===== config.mk =====
export PLATFORM = sky130hd
export DESIGN_NAME = mii_rx_nibble_assembler
export DESIGN_NICKNAME = d
export VERILOG_FILES = /design/src/rtl/mii_pkg.sv /design/src/rtl/mii_rx_nibble_assembler.sv
export SDC_FILE = /design/constraint.sdc
export NUM_CORES = 1
export LEC_CHECK = 0
export ABC_AREA = 1
export CAP_MARGIN = 10
export CORE_ASPECT_RATIO = 0.75
export CORE_MARGIN = 4
export CORE_UTILIZATION = 56
export CTS_CLUSTER_DIAMETER = 150
export DETAILED_ROUTE_END_ITERATION = 6
export PLACE_DENSITY = 0.79
export SYNTH_ARGS = -nofsm -noshare
export SYNTH_HDL_FRONTEND = slang
export SYNTH_SLANG_ARGS = --single-unit

===== constraint.sdc =====
create_clock -name clk -period 2.27 [get_ports clk]
set_clock_uncertainty 0.15 [all_clocks]
set_input_delay 0.454 -clock clk [delete_from_list [all_inputs] [get_ports clk]]
set_output_delay 0.454 -clock clk [all_outputs]
set_load 0.01 [all_outputs]

===== src/rtl/mii_pkg.sv =====
// Shared MII receive definitions: line-code nibbles, receiver states and
// helpers used by the nibble assembler.
package mii_pkg;

   localparam logic [3:0] PRE_NIBBLE = 4'h5;
   localparam logic [3:0] SFD_NIBBLE = 4'hD;

   localparam int DEFAULT_MAX_FRAME_BYTES = 1522;
   localparam int PRE_CNT_W               = 8;

   typedef enum logic [1:0] {
      DROP     = 2'd0,
      IDLE     = 2'd1,
      PREAMBLE = 2'd2,
      DATA     = 2'd3
   } rx_state_t;

   function automatic logic [PRE_CNT_W-1:0] sat_inc(input logic [PRE_CNT_W-1:0] v);
      sat_inc = (v == {PRE_CNT_W{1'b1}}) ? v : v + PRE_CNT_W'(1);
   endfunction

endpackage


===== src/rtl/mii_rx_nibble_assembler.sv =====
// MII receive front end: strips preamble/SFD, packs nibble pairs into bytes
// and emits a registered byte stream with last/error/length marking.
module mii_rx_nibble_assembler
   import mii_pkg::*;
#(
   parameter int MIN_PREAMBLE_NIBBLES = 2,
   parameter int MAX_FRAME_BYTES      = DEFAULT_MAX_FRAME_BYTES,
   parameter int LEN_W                = 16
) (
   input  logic             clk,
   input  logic             reset,
   input  logic             phy_rx_dv,
   input  logic [3:0]       phy_rxd,
   input  logic             phy_rx_err,
   output logic [7:0]       rx_mac_data,
   output logic             rx_mac_valid,
   output logic             rx_mac_last,
   output logic             rx_mac_err,
   output logic [LEN_W-1:0] rx_frame_len
);

   rx_state_t            state_r, state_s;
   logic [PRE_CNT_W-1:0] pre_cnt_r, pre_cnt_s;
   logic                 phase_r, phase_s;
   logic [3:0]           low_r, low_s;
   logic [7:0]           hold_r, hold_s;
   logic                 hold_vld_r, hold_vld_s;
   logic [LEN_W-1:0]     byte_cnt_r, byte_cnt_s;
   logic                 err_seen_r, err_seen_s;

   logic [7:0]           data_r, data_s;
   logic                 valid_r, valid_s;
   logic                 last_r, last_s;
   logic                 err_r, err_s;
   logic [LEN_W-1:0]     len_r, len_s;

   // Next-state, packing and emission decisions.
   always_comb begin
      state_s    = state_r;
      pre_cnt_s  = pre_cnt_r;
      phase_s    = phase_r;
      low_s      = low_r;
      hold_s     = hold_r;
      hold_vld_s = hold_vld_r;
      byte_cnt_s = byte_cnt_r;
      err_seen_s = err_seen_r;
      data_s     = 8'h00;
      valid_s    = 1'b0;
      last_s     = 1'b0;
      err_s      = 1'b0;
      len_s      = {LEN_W{1'b0}};

      case (state_r)
         DROP: begin
            if (!phy_rx_dv) begin
               state_s = IDLE;
            end else begin
               state_s = DROP;
            end
         end

         IDLE: begin
            if (phy_rx_dv) begin
               if (phy_rxd == PRE_NIBBLE) begin
                  state_s   = PREAMBLE;
                  pre_cnt_s = PRE_CNT_W'(1);
               end else begin
                  state_s = DROP;
               end
            end else begin
               state_s = IDLE;
            end
         end

         PREAMBLE: begin
            if (!phy_rx_dv) begin
               state_s = IDLE;
            end else if (phy_rxd == PRE_NIBBLE) begin
               pre_cnt_s = sat_inc(pre_cnt_r);
            end else if ((phy_rxd == SFD_NIBBLE) &&
                         (pre_cnt_r >= PRE_CNT_W'(MIN_PREAMBLE_NIBBLES))) begin
               state_s    = DATA;
               phase_s    = 1'b0;
               byte_cnt_s = {LEN_W{1'b0}};
               err_seen_s = 1'b0;
               hold_vld_s = 1'b0;
            end else begin
               state_s = DROP;
            end
         end

         DATA: begin
            if (!phy_rx_dv) begin
               // End of frame: the held byte (if any) closes it; a dangling
               // low nibble marks the frame bad.
               state_s    = IDLE;
               phase_s    = 1'b0;
               hold_vld_s = 1'b0;
               if (hold_vld_r) begin
                  data_s  = hold_r;
                  valid_s = 1'b1;
                  last_s  = 1'b1;
                  err_s   = err_seen_r | phase_r;
                  len_s   = byte_cnt_r;
               end else begin
                  valid_s = 1'b0;
               end
            end else begin
               err_seen_s = err_seen_r | phy_rx_err;
               if (!phase_r) begin
                  low_s   = phy_rxd;
                  phase_s = 1'b1;
                  if (hold_vld_r && (byte_cnt_r == LEN_W'(MAX_FRAME_BYTES))) begin
                     data_s     = hold_r;
                     valid_s    = 1'b1;
                     last_s     = 1'b1;
                     err_s      = 1'b1;
                     len_s      = byte_cnt_r;
                     hold_vld_s = 1'b0;
                     state_s    = DROP;
                  end else begin
                     state_s = DATA;
                  end
               end else begin
                  // The previous byte is released only once its successor
                  // completes, so a trailing half nibble can still flag it.
                  hold_s     = {phy_rxd, low_r};
                  hold_vld_s = 1'b1;
                  byte_cnt_s = byte_cnt_r + LEN_W'(1);
                  phase_s    = 1'b0;
                  if (hold_vld_r) begin
                     data_s  = hold_r;
                     valid_s = 1'b1;
                  end else begin
                     valid_s = 1'b0;
                  end
               end
            end
         end

         default: begin
            state_s = DROP;
         end
      endcase
   end

   // State and output registers.
   always_ff @(posedge clk) begin
      if (reset) begin
         state_r    <= DROP;
         pre_cnt_r  <= {PRE_CNT_W{1'b0}};
         phase_r    <= 1'b0;
         low_r      <= 4'h0;
         hold_r     <= 8'h00;
         hold_vld_r <= 1'b0;
         byte_cnt_r <= {LEN_W{1'b0}};
         err_seen_r <= 1'b0;
         data_r     <= 8'h00;
         valid_r    <= 1'b0;
         last_r     <= 1'b0;
         err_r      <= 1'b0;
         len_r      <= {LEN_W{1'b0}};
      end else begin
         state_r    <= state_s;
         pre_cnt_r  <= pre_cnt_s;
         phase_r    <= phase_s;
         low_r      <= low_s;
         hold_r     <= hold_s;
         hold_vld_r <= hold_vld_s;
         byte_cnt_r <= byte_cnt_s;
         err_seen_r <= err_seen_s;
         data_r     <= data_s;
         valid_r    <= valid_s;
         last_r     <= last_s;
         err_r      <= err_s;
         len_r      <= len_s;
      end
   end

   assign rx_mac_data  = data_r;
   assign rx_mac_valid = valid_r;
   assign rx_mac_last  = last_r;
   assign rx_mac_err   = err_r;
   assign rx_frame_len = len_r;

endmodule


==> out/results.env, run 1 <==
RUN_STATUS='finished clean'
CLOCK_POWER_SHARE=0.463
WORST_SETUP_PATH_END_KIND='flop'
CTS-BUFFERS-INSERTED=9
ARRIVAL_PS=2090
DRC=0
CTS.CLK_SLEW.WORST_PATHS_PS=70
SYNTH_CELL_AREA_SQ_UM=3140
POWER.INTERNAL_uW=1840
WORSTSKEWPAIRLATENCY_PS=360
WORST_SLEW_PIN_SLEW_PS=420
ANTENNA_CELLS_INSERTED=0
FINAL.MIN_CLOCK_PERIOD_PS=1950
GR_OVERFLOW_TOTAL=0
SYNTH_COMMON_CELLS='87 x nand2_1, 82 x nor2_1, 68 x dfxtp_1, 50 x inv_1, 48 x a21oi_1'
CELLLEAKAGEPOWER_uW=0.00142
YOSYS.CELL_COUNT.TOP_TYPE='nand2_1'
DRV.MAX_CAP_VIOLATION_COUNT=0
CTS_MAX_LEVEL=3
CRITICAL_PATH_PEAK_FANOUT=12
MAXSLEWVIOLCOUNT=0
FIN_TNS_SETUP_PS=0
MAX_SLEW_MARGIN=0.719
SETUP_VIOL_COUNT_FINAL=0
MEAN_AREA_PER_SYNTHESIZED_CELL_SQ_UM=7.04
NUMBER_OF_INSTANCES_RESIZED_DURING_POST_CTS_REPAIR=0
SYNTH.NET_COUNT=458
GRT_MAX_DEGREE=22
DOMINANTREGCELLSYNTH='dfxtp_1'
POWERDENSITY_nW_PER_UM2=617
POWER.SHARE.SEQUENTIAL=0.509
FLOORPLAN.INITIALDENSITY=0.583
PLACEABLE_CORE_REGION_SQ_UM=5380
SYNTH_CELL_TYPES=33
DRTANTENNAVIOLNETS=0
CTS_BUFFER_DEPTH=2
SLOWEST_LIBRARY_CELL_ON_THE_WORST_PATH='clkdlybuf4s50_1'
YOSYS.AREA.TOP_TYPE='dfxtp_1'
FINAL-HOLD-VIOLATION-COUNT=0
SYNTH-EDFF-COUNT=0
POST_DRT_WL_PER_CELL_UM=13.7
HOLD-WORST-SLACK_PS=290
CTS_ROOT_BUFFER='clkbuf_8'
CELL_ROW_COUNT=23
COMBPWRFRAC=0.028
LAYOUT_WORST_PATH_CYCLE_SHARE=0.857
SYNTHESIS.INSTANCES=446
DIE_X_UM=94.4
RSZ0062_AT_GRT='no'
GROUTE.USAGE.OVERALL=0.243
TIMING.HOLD.WORST.CLASS='reg2reg'
FRACTION_OF_FINAL_LAYOUT_CELLS_WITH_DRIVE_STRENGTH_GREATER_THAN_1=0.0785
IO_PINS=35
FIRST_GLOBAL_VIAS=2730
CRITPATHLAUNCHTYPE='primary input'
VIAS_PER_CELL=5.35
CRITPATHREQUIREDTIME_PS=2410
WORST_PATH_LARGEST_CELL_DELAY_PS=550
YOSYSSEQAREASHARE=0.434
CTS_TREE='built'
NETS_FINISH=504
FLOORPLAN.DIE_AREA_SQ_UM=6880
DETAILEDROUTE.FIRSTITERATIONVIOLATIONS=321
CTS_HOLD_BUF=0
SW_FRAC_OF_TOTAL=0.218
P_SW_uW=511
GP_CONGESTION=0.932
PORT_BUFFERS=34
VIA_COUNT=3063
YOSYSWARNINGCOUNT=0
TRITONCTS_NUM_SINKS=68
GRT_ANTENNA_BEFORE_REPAIR=0
SYNTHARSTFLOPSHARE=0
SYNTH.FF_LATCH_COUNT=68
POSTCTSSETUPREPAIRBUFS=0
CRIT_TYPE='in2reg'
DRT-PASS1-ITER-COUNT=5
POSTROUTEWIRELENGTH_UM=7820
MAX-VDD-IR-DROP_V=0.000472
AREA_DELTA_SYNTH_FINAL_PCT=21.4
GRT_FIRST_PASS_WIRELENGTH_UM=12900
DIE_H_UM=72.8
SYNTH_TOP_CELL_AREA_SHARE=0.434
SYNTH_TOP_CELLS_BY_AREA='dfxtp_1 43%, nand2_1 10%, nor2_1 9.8%'
PATH_COMMON_CELL='nand2_1'
PLACE_HPWL_UM=5750
CRITPATHTOPFAMILY='simple AND/OR/NAND/NOR gates'
CRITICAL_PATH.N_BUFFERS_INVERTERS=2
CLOCK.FMAX_MHz=514
CRITICAL_PATH.CELL_CHAIN='clkdlybuf4s50_1, nand3_1, nor2_1, nand2_1, nand2_2, nand2_4, inv_2, nand2_1, a21oi_1'
[placed cells by master (no fill, tap or decap), types with 2 or more instances in the layout]
cell,netlist,final
nand2_1,87,87
nor2_1,82,82
dfxtp_1,68,68
inv_1,50,50
a21oi_1,48,48
clkdlybuf4s50_1,0,34
nand3_1,32,32
o21ai_0,16,16
buf_4,2,13
nand4_1,12,12
clkbuf_8,0,9
xor2_1,5,5
nor3_1,4,4
o211ai_1,4,4
ha_1,4,4
inv_2,3,3
a21boi_0,3,3
nand3b_1,2,2
nand2_2,2,2
clkinvlp_4,0,2
bufinv_16,0,2
[worst register-to-register path, delay by kind of cell (launching register included)]
family / cells / cell delay, ps
flip-flops: 1 / 410
AND/OR/NAND/NOR: 7 / 960
adder cells (fa/ha/maj): 1 / 270
[layer usage]
metal / GRT usage / vias to the layer above / part of all wire
li1: - / 1532 / -
met4: 0.0609 / 0 / 0.010
met3: 0.0680 / 12 / 0.089
met2: 0.354 / 135 / 0.41
met1: 0.354 / 1384 / 0.49
met5: 0 / - / 0
[cells by family (layout without fill, tap and decap cells)]
family	Yosys count	after routing	synth area share
flip-flops	68	68	0.434
adder cells (fa/ha/maj)	4	4	0.0159
buffers and inverters	66	117	0.0893
AND/OR/NAND/NOR	227	227	0.313
AO/OA/AOI/OAI	76	76	0.134
XOR/XNOR	5	5	0.0140
[per-stage QoR]
stage	power [uW]	std cells	setup WS, ps	utilization	cell area, sq um
final	2350	572	324	0.708	3810
after global routing	2410	572	117	0.708	3810
after CTS	2360	572	368	0.708	3810
after detailed placement	1290	556	6.46	0.668	3590
after global placement	1290	556	80.2	0.668	3590
after floorplan	1260	446	615	-	3140
[flip-flops by register name (all words and copies together), names as in the netlist]
| name | cells |
|---|---|
| pre_cnt_r | 8 |
| rx_frame_len | 16 |
| hold_vld_r | 1 |
| rx_mac_last | 1 |
| rx_mac_data | 8 |
| byte_cnt_r | 16 |
| rx_mac_err | 1 |
| low_r | 4 |
| hold_r | 8 |
| err_seen_r | 1 |
| state_r | 2 |
| phase_r | 1 |
| rx_mac_valid | 1 |
[power by group through the flow]
stage / sequential, uW / combinational, uW / clock [uW]
5_1_grt: 1190 / 71.8 / 1150
3_5_place_dp: 1220 / 64.9 / 0
4_1_cts: 1200 / 65.4 / 1100
6_report: 1200 / 65.9 / 1090
2_1_floorplan: 1220 / 34.0 / 0
3_3_place_gp: 1220 / 63.5 / 0
[area by class of cell]
type                       count  area, sq um
sequential                    68         1360
multi-input combinational    312         1500
inverter                      54          203
timing repair buffer          47          438
tap                           75         93.8
clock buffer                  10          128
fill                         470         1570
clock inverter                 6         88.8
[worst paths after layout]
path	start	endpoint	slack, ps	cells past startpoint
max	phy_rxd[0]	byte_cnt_r[8]$_SDFFE_PP0P_	320	9
min	hold_r[7]$_SDFFE_PP0P_	rx_mac_data[7]$_SDFF_PP0_	290	2
max reg2reg	byte_cnt_r[1]$_SDFFE_PP0P_	byte_cnt_r[14]$_SDFFE_PP0P_	380	8
min reg2reg	hold_r[7]$_SDFFE_PP0P_	rx_mac_data[7]$_SDFF_PP0_	290	2
Note: power is estimated with default switching activity, not from simulation.
==> run 2, diff against run 1 <==
Settings changed: PLACE_DENSITY 0.79 to 0.84.
==> out/results.env, run 2 (same netlist as run 1, synthesis figures left out) <==
FRACTION_OF_FINAL_LAYOUT_CELLS_WITH_DRIVE_STRENGTH_GREATER_THAN_1=0.0786
CRITICAL_PATH_PEAK_FANOUT=12
CTS.CLK_SLEW.WORST_PATHS_PS=70
MULTIINPUTGATEAREA_SQ_UM=1500
CTS_MAX_LEVEL=3
MOST-COMMON-LAYOUT-CELLS='87 x nand2_1, 82 x nor2_1, 68 x dfxtp_1'
VIA_COUNT=3065
END_POINT_OF_THE_CRITICAL_PATH='byte_cnt_r[11]$_SDFFE_PP0P_'
P_SW_uW=512
GROUTE.USAGE.OVERALL=0.245
RR_STARTPOINT='state_r[1]$_SDFFE_PP0P_'
RUN_STATUS='finished clean'
GP_CONGESTION=0.958
MAX-VDD-IR-DROP_V=0.000419
MAXSLEWVIOLCOUNT=0
HOLD_PATH_STARTPOINT='hold_r[3]$_SDFFE_PP0P_'
CELL_ROW_COUNT=23
DRT-PASS1-ITER-COUNT=5
PLACEABLE_CORE_REGION_SQ_UM=5380
CRITPATHLAUNCHTYPE='primary input'
CTS_HOLD_BUF=0
PLACE_HPWL_UM=5710
DRC=0
DIE_H_UM=72.8
AREA_DELTA_SYNTH_FINAL_PCT=21.7
VIAS_PER_CELL=5.37
DETAILEDROUTE.FIRSTITERATIONVIOLATIONS=242
POWER.SHARE.SEQUENTIAL=0.510
COMBPWRFRAC=0.028
SEQ_AREA_SQ_UM=1360
FIN_TNS_SETUP_PS=0
MAX_SLEW_MARGIN=0.735
POST_DRT_WL_PER_CELL_UM=13.5
NUMBER_OF_INSTANCES_RESIZED_DURING_POST_CTS_REPAIR=0
FINAL-HOLD-VIOLATION-COUNT=0
DIE_X_UM=94.4
SETUP_SLACK_PS=344
POST-ROUTE-UTIL=0.709
WORSTSKEWPAIRLATENCY_PS=360
WORST_SLEW_PIN_SLEW_PS=397
CTS_ROOT_BUFFER='clkbuf_8'
POSTROUTEWIRELENGTH_UM=7720
GR_OVERFLOW_TOTAL=0
REG2REG_SETUP_SLACK_PS=360
POWERDENSITY_nW_PER_UM2=614
CRIT_TYPE='in2reg'
CTS-BUFFERS-INSERTED=9
CTS_BUFFER_DEPTH=2
CLOCK_POWER_SHARE=0.462
NETS_FINISH=504
WORSTREGTOREGCELLS=9
WORST_SETUP_PATH_END_KIND='flop'
TIMING.HOLD.WORST.CLASS='reg2reg'
DRTANTENNAVIOLNETS=0
POWER.INTERNAL_uW=1830
CELLLEAKAGEPOWER_uW=0.00143
CRITICAL_PATH.REG2REG.ENDPOINT='pre_cnt_r[3]$_SDFFE_PP0P_'
POSTCTSSETUPREPAIRBUFS=0
GRT_MAX_DEGREE=21
DETAILEDPLACE.WORSTSLACK_PS=3.50
SW_FRAC_OF_TOTAL=0.218
RSZ0062_AT_GRT='no'
IO_PINS=35
FLOORPLAN.DIE_AREA_SQ_UM=6880
GRT_ANTENNA_BEFORE_REPAIR=0
ARRIVAL_PS=2060
TRITONCTS_NUM_SINKS=68
PORT_BUFFERS=34
ANTENNA_CELLS_INSERTED=0
FLOORPLAN.INITIALDENSITY=0.583
LAYOUT.CELLS.MOST_COMMON='nand2_1'
GRT_FIRST_PASS_WIRELENGTH_UM=13000
CLOCK.FMAX_MHz=519
DRV.MAX_CAP_VIOLATION_COUNT=0
FINAL.MIN_CLOCK_PERIOD_PS=1930
SETUP_VIOL_COUNT_FINAL=0
FIRST_GLOBAL_VIAS=2775
FILLER_CELL_COUNT=450
SETUP.WORST_PATH.START='phy_rxd[0]'
CRITPATHREQUIREDTIME_PS=2410
CTS_TREE='built'
FIN_TOTAL_PWR_uW=2350
HOLD-WORST-SLACK_PS=294
LAYOUT_WORST_PATH_CYCLE_SHARE=0.849
[run 2: worst min-delay path by stage]
stage / endpoint / slack (ps) / cells past startpoint
finish: rx_mac_data[3]$_SDFF_PP0_ / 290 / 2
global route: rx_mac_data[6]$_SDFF_PP0_ / 310 / 2
CTS: rx_mac_data[7]$_SDFF_PP0_ / 290 / 2
detailed placement: rx_mac_data[7]$_SDFF_PP0_ / 280 / 2
global placement: rx_mac_data[7]$_SDFF_PP0_ / 280 / 2
floorplan: rx_mac_data[0]$_SDFF_PP0_ / 270 / 2
[run 2: final cells by class]
type                       instances  area share
timing repair buffer              47       0.118
inverter                          54      0.0531
sequential                        68       0.357
tap                               75      0.0246
clock buffer                       9      0.0324
multi-input combinational        312       0.392
clock inverter                     6      0.0233
[run 2: critical path, stage by stage]
cell,delay [ps]
clkdlybuf4s50_1,540
nand3_1,90
nor2_1,190
nand2_1,120
nand2_2,150
nand2_4,140
inv_2,170
nand2_1,70
a21oi_1,120
[run 2: through the flow]
stage               instance area, sq um  instances
floorplan                           3140        446
global placement                    3600        556
detailed placement                  3600        556
CTS                                 3820        571
global route                        3820        571
finish                              3820        571
[run 2: power groups by stage]
| stage | logic, uW | registers (uW) | clock network, uW |
|---|---|---|---|
| CTS | 65.0 | 1200 | 1090 |
| global route | 72.7 | 1200 | 1150 |
| global placement | 62.7 | 1220 | 0 |
| detailed placement | 64.5 | 1220 | 0 |
| finish | 65.6 | 1200 | 1080 |
| floorplan | 34.0 | 1220 | 0 |
[run 2: per-layer routing]
metal | vias to the layer above | GRT usage | part of all wire
met5 | - | 0 | 0
met2 | 114 | 0.360 | 0.44
li1 | 1535 | - | -
met4 | 0 | 0.0929 | 0.018
met3 | 14 | 0.0722 | 0.075
met1 | 1402 | 0.341 | 0.47
==> run 3, diff against run 2 <==
Clock period 2.27 ns to 2 ns, I/O delays scaled along.
==> out/results.env, run 3 (same netlist as run 1, synthesis figures left out) <==
RUN_STATUS='finished clean'
IO_PINS=35
FINAL-HOLD-VIOLATION-COUNT=0
DRC=0
SETUP.WORST_PATH.START='phy_rxd[3]'
GR_OVERFLOW_TOTAL=0
NUMBER_OF_INSTANCES_RESIZED_DURING_POST_CTS_REPAIR=0
GRT_FIRST_PASS_WIRELENGTH_UM=12700
DRT-PASS1-ITER-COUNT=6
CRITPATHREQUIREDTIME_PS=2130
NETS_FINISH=516
GRT_ANTENNA_BEFORE_REPAIR=0
CRIT_TYPE='in2reg'
MAXSLEWVIOLCOUNT=0
CLOCK.FMAX_MHz=532
LAYOUT_WORST_PATH_CYCLE_SHARE=0.940
PORT_BUFFERS=34
FIN_TOTAL_PWR_uW=2800
TRITONCTS_NUM_SINKS=68
POST_DRT_WL_PER_CELL_UM=13.4
CTS.CLK_SLEW.WORST_PATHS_PS=70
HOLD_PATH_STARTPOINT='hold_r[5]$_SDFFE_PP0P_'
MAX-VDD-IR-DROP_V=0.000529
DIE_H_UM=72.8
GRT_MAX_DEGREE=21
CRITICAL_PATH.CELL_CHAIN='clkdlybuf4s50_1, inv_1, nor2_1, nand2_1, nand2_2, nand2_4, inv_2, nand2_1, a21oi_1'
DIE_X_UM=94.4
DETAILED_PLACE.AREA_SQ_UM=3690
AREA_DELTA_SYNTH_FINAL_PCT=25.6
FRACTION_OF_FINAL_LAYOUT_CELLS_WITH_DRIVE_STRENGTH_GREATER_THAN_1=0.106
LAYOUT.CELLS.MOST_COMMON='nand2_1'
CRITICAL_PATH.N_BUFFERS_INVERTERS=3
CTS-BUFFERS-INSERTED=9
CTS_HOLD_BUF=0
ANTENNA_CELLS_INSERTED=0
GROUTE.USAGE.OVERALL=0.240
POST-ROUTE-UTIL=0.732
DRV.MAX_CAP_VIOLATION_COUNT=0
PLACEABLE_CORE_REGION_SQ_UM=5380
WORSTSKEWPAIRLATENCY_PS=350
POSTROUTEWIRELENGTH_UM=7850
FLOORPLAN.INITIALDENSITY=0.583
CRITPATHTOPFAMILY='simple AND/OR/NAND/NOR gates'
DETAILEDROUTE.FIRSTITERATIONVIOLATIONS=294
CTS_ROOT_BUFFER='clkbuf_8'
WORST_SLEW_PIN_SLEW_PS=436
DRTANTENNAVIOLNETS=0
RR_STARTPOINT='pre_cnt_r[0]$_SDFFE_PP0P_'
CTS_BUFFER_DEPTH=2
MOST-COMMON-LAYOUT-CELLS='86 x nand2_1, 81 x nor2_1, 67 x dfxtp_1'
CTS_MAX_LEVEL=3
VIAS_PER_CELL=5.32
CTS_TREE='built'
CRITICAL_PATH_PEAK_FANOUT=8
WORST_PATH_LARGEST_CELL_DELAY_PS=480
RSZ0062_AT_GRT='no'
MAX_SLEW_MARGIN=0.708
PATH_COMMON_CELL='nand2_1'
GP_CONGESTION=0.954
FINALNONFILLERCELLS=584
ARRIVAL_PS=2010
SLOWEST_LIBRARY_CELL_ON_THE_WORST_PATH='clkdlybuf4s50_1'
SETUP_VIOL_COUNT_FINAL=0
FIRST_GLOBAL_VIAS=2713
FINAL.MIN_CLOCK_PERIOD_PS=1880
CELLLEAKAGEPOWER_uW=0.00150
POWERDENSITY_nW_PER_UM2=711
DESIGN_AREA_SQ_UM=3940
CRITPATHLAUNCHTYPE='primary input'
TIMING.HOLD.WORST.CLASS='reg2reg'
CELL_ROW_COUNT=23
FLOORPLAN.DIE_AREA_SQ_UM=6880
POSTCTSSETUPREPAIRBUFS=0
VIA_COUNT=3106
WORST_SETUP_PATH_END_KIND='flop'
PLACED_CELLS=567
PLACE_HPWL_UM=5800
==> run 3: cell count changes in the layout (fill, tap and decap cells not counted), sizes merged <==
cell,change
clkbuf,+1
bufinv,+1
buf,+11
nand2,+1
clkinvlp,-2
inv,-1
clkinv,+2
==> run 3: path summary, 6_finish.rpt <==
kind / cells past startpoint / slack (ps) / to
setup / recovery: 9 / 120 / byte_cnt_r[5]$_SDFFE_PP0P_
setup reg to reg: 10 / 190 / byte_cnt_r[15]$_SDFFE_PP0P_
hold reg to reg: 2 / 290 / rx_mac_data[5]$_SDFF_PP0_
hold / removal: 2 / 290 / rx_mac_data[5]$_SDFF_PP0_
==> run 3: stage by stage <==
| step | setup TNS, ps | worst slack (ps) | hold WS, ps |
|---|---|---|---|
| after CTS | 0 | 122 | 294 |
| final | 0 | 120 | 289 |
| after floorplan | 0 | 345 | 266 |
| after global placement | -1070 | -91.2 | 276 |
| after detailed placement | -3550 | -146 | 281 |
| after global routing | 0 | 14.9 | 306 |
==> run 3: worst register-to-register path, cell delays in order (launching register included) <==
cell and delay (ps):
dfxtp_2 360, inv_1 70, ha_1 190, nor2_1 80, nand4_1 150, nand2_1 130
nand2_2 140, buf_4 200, a21oi_1 130, nor2_1 60, nor2_1 90
==> run 3: routing by layer <==
layer	vias up	track usage	wire, um
met5	-	0	0
met4	0	0.0641	73
met3	11	0.0825	838
met2	134	0.361	3390
met1	1404	0.329	3550
li1	1557	-	-
==> run 3: final cells by class <==
| cell class | count | area, sq um |
|---|---|---|
| clock buffer | 10 | 128 |
| clock inverter | 6 | 113 |
| fill | 446 | 1440 |
| inverter | 54 | 203 |
| multi-input combinational | 313 | 1510 |
| sequential | 68 | 1360 |
| tap | 75 | 93.8 |
| timing repair buffer | 58 | 533 |
==> run 3: report_power, final <==
group	switching (uW)	leakage (uW)	internal [uW]
Sequential	2.53	0.000548	1350
Clock	535	0.000120	830
Combinational	43.1	0.000831	35.5
Total	580	0.00150	2220
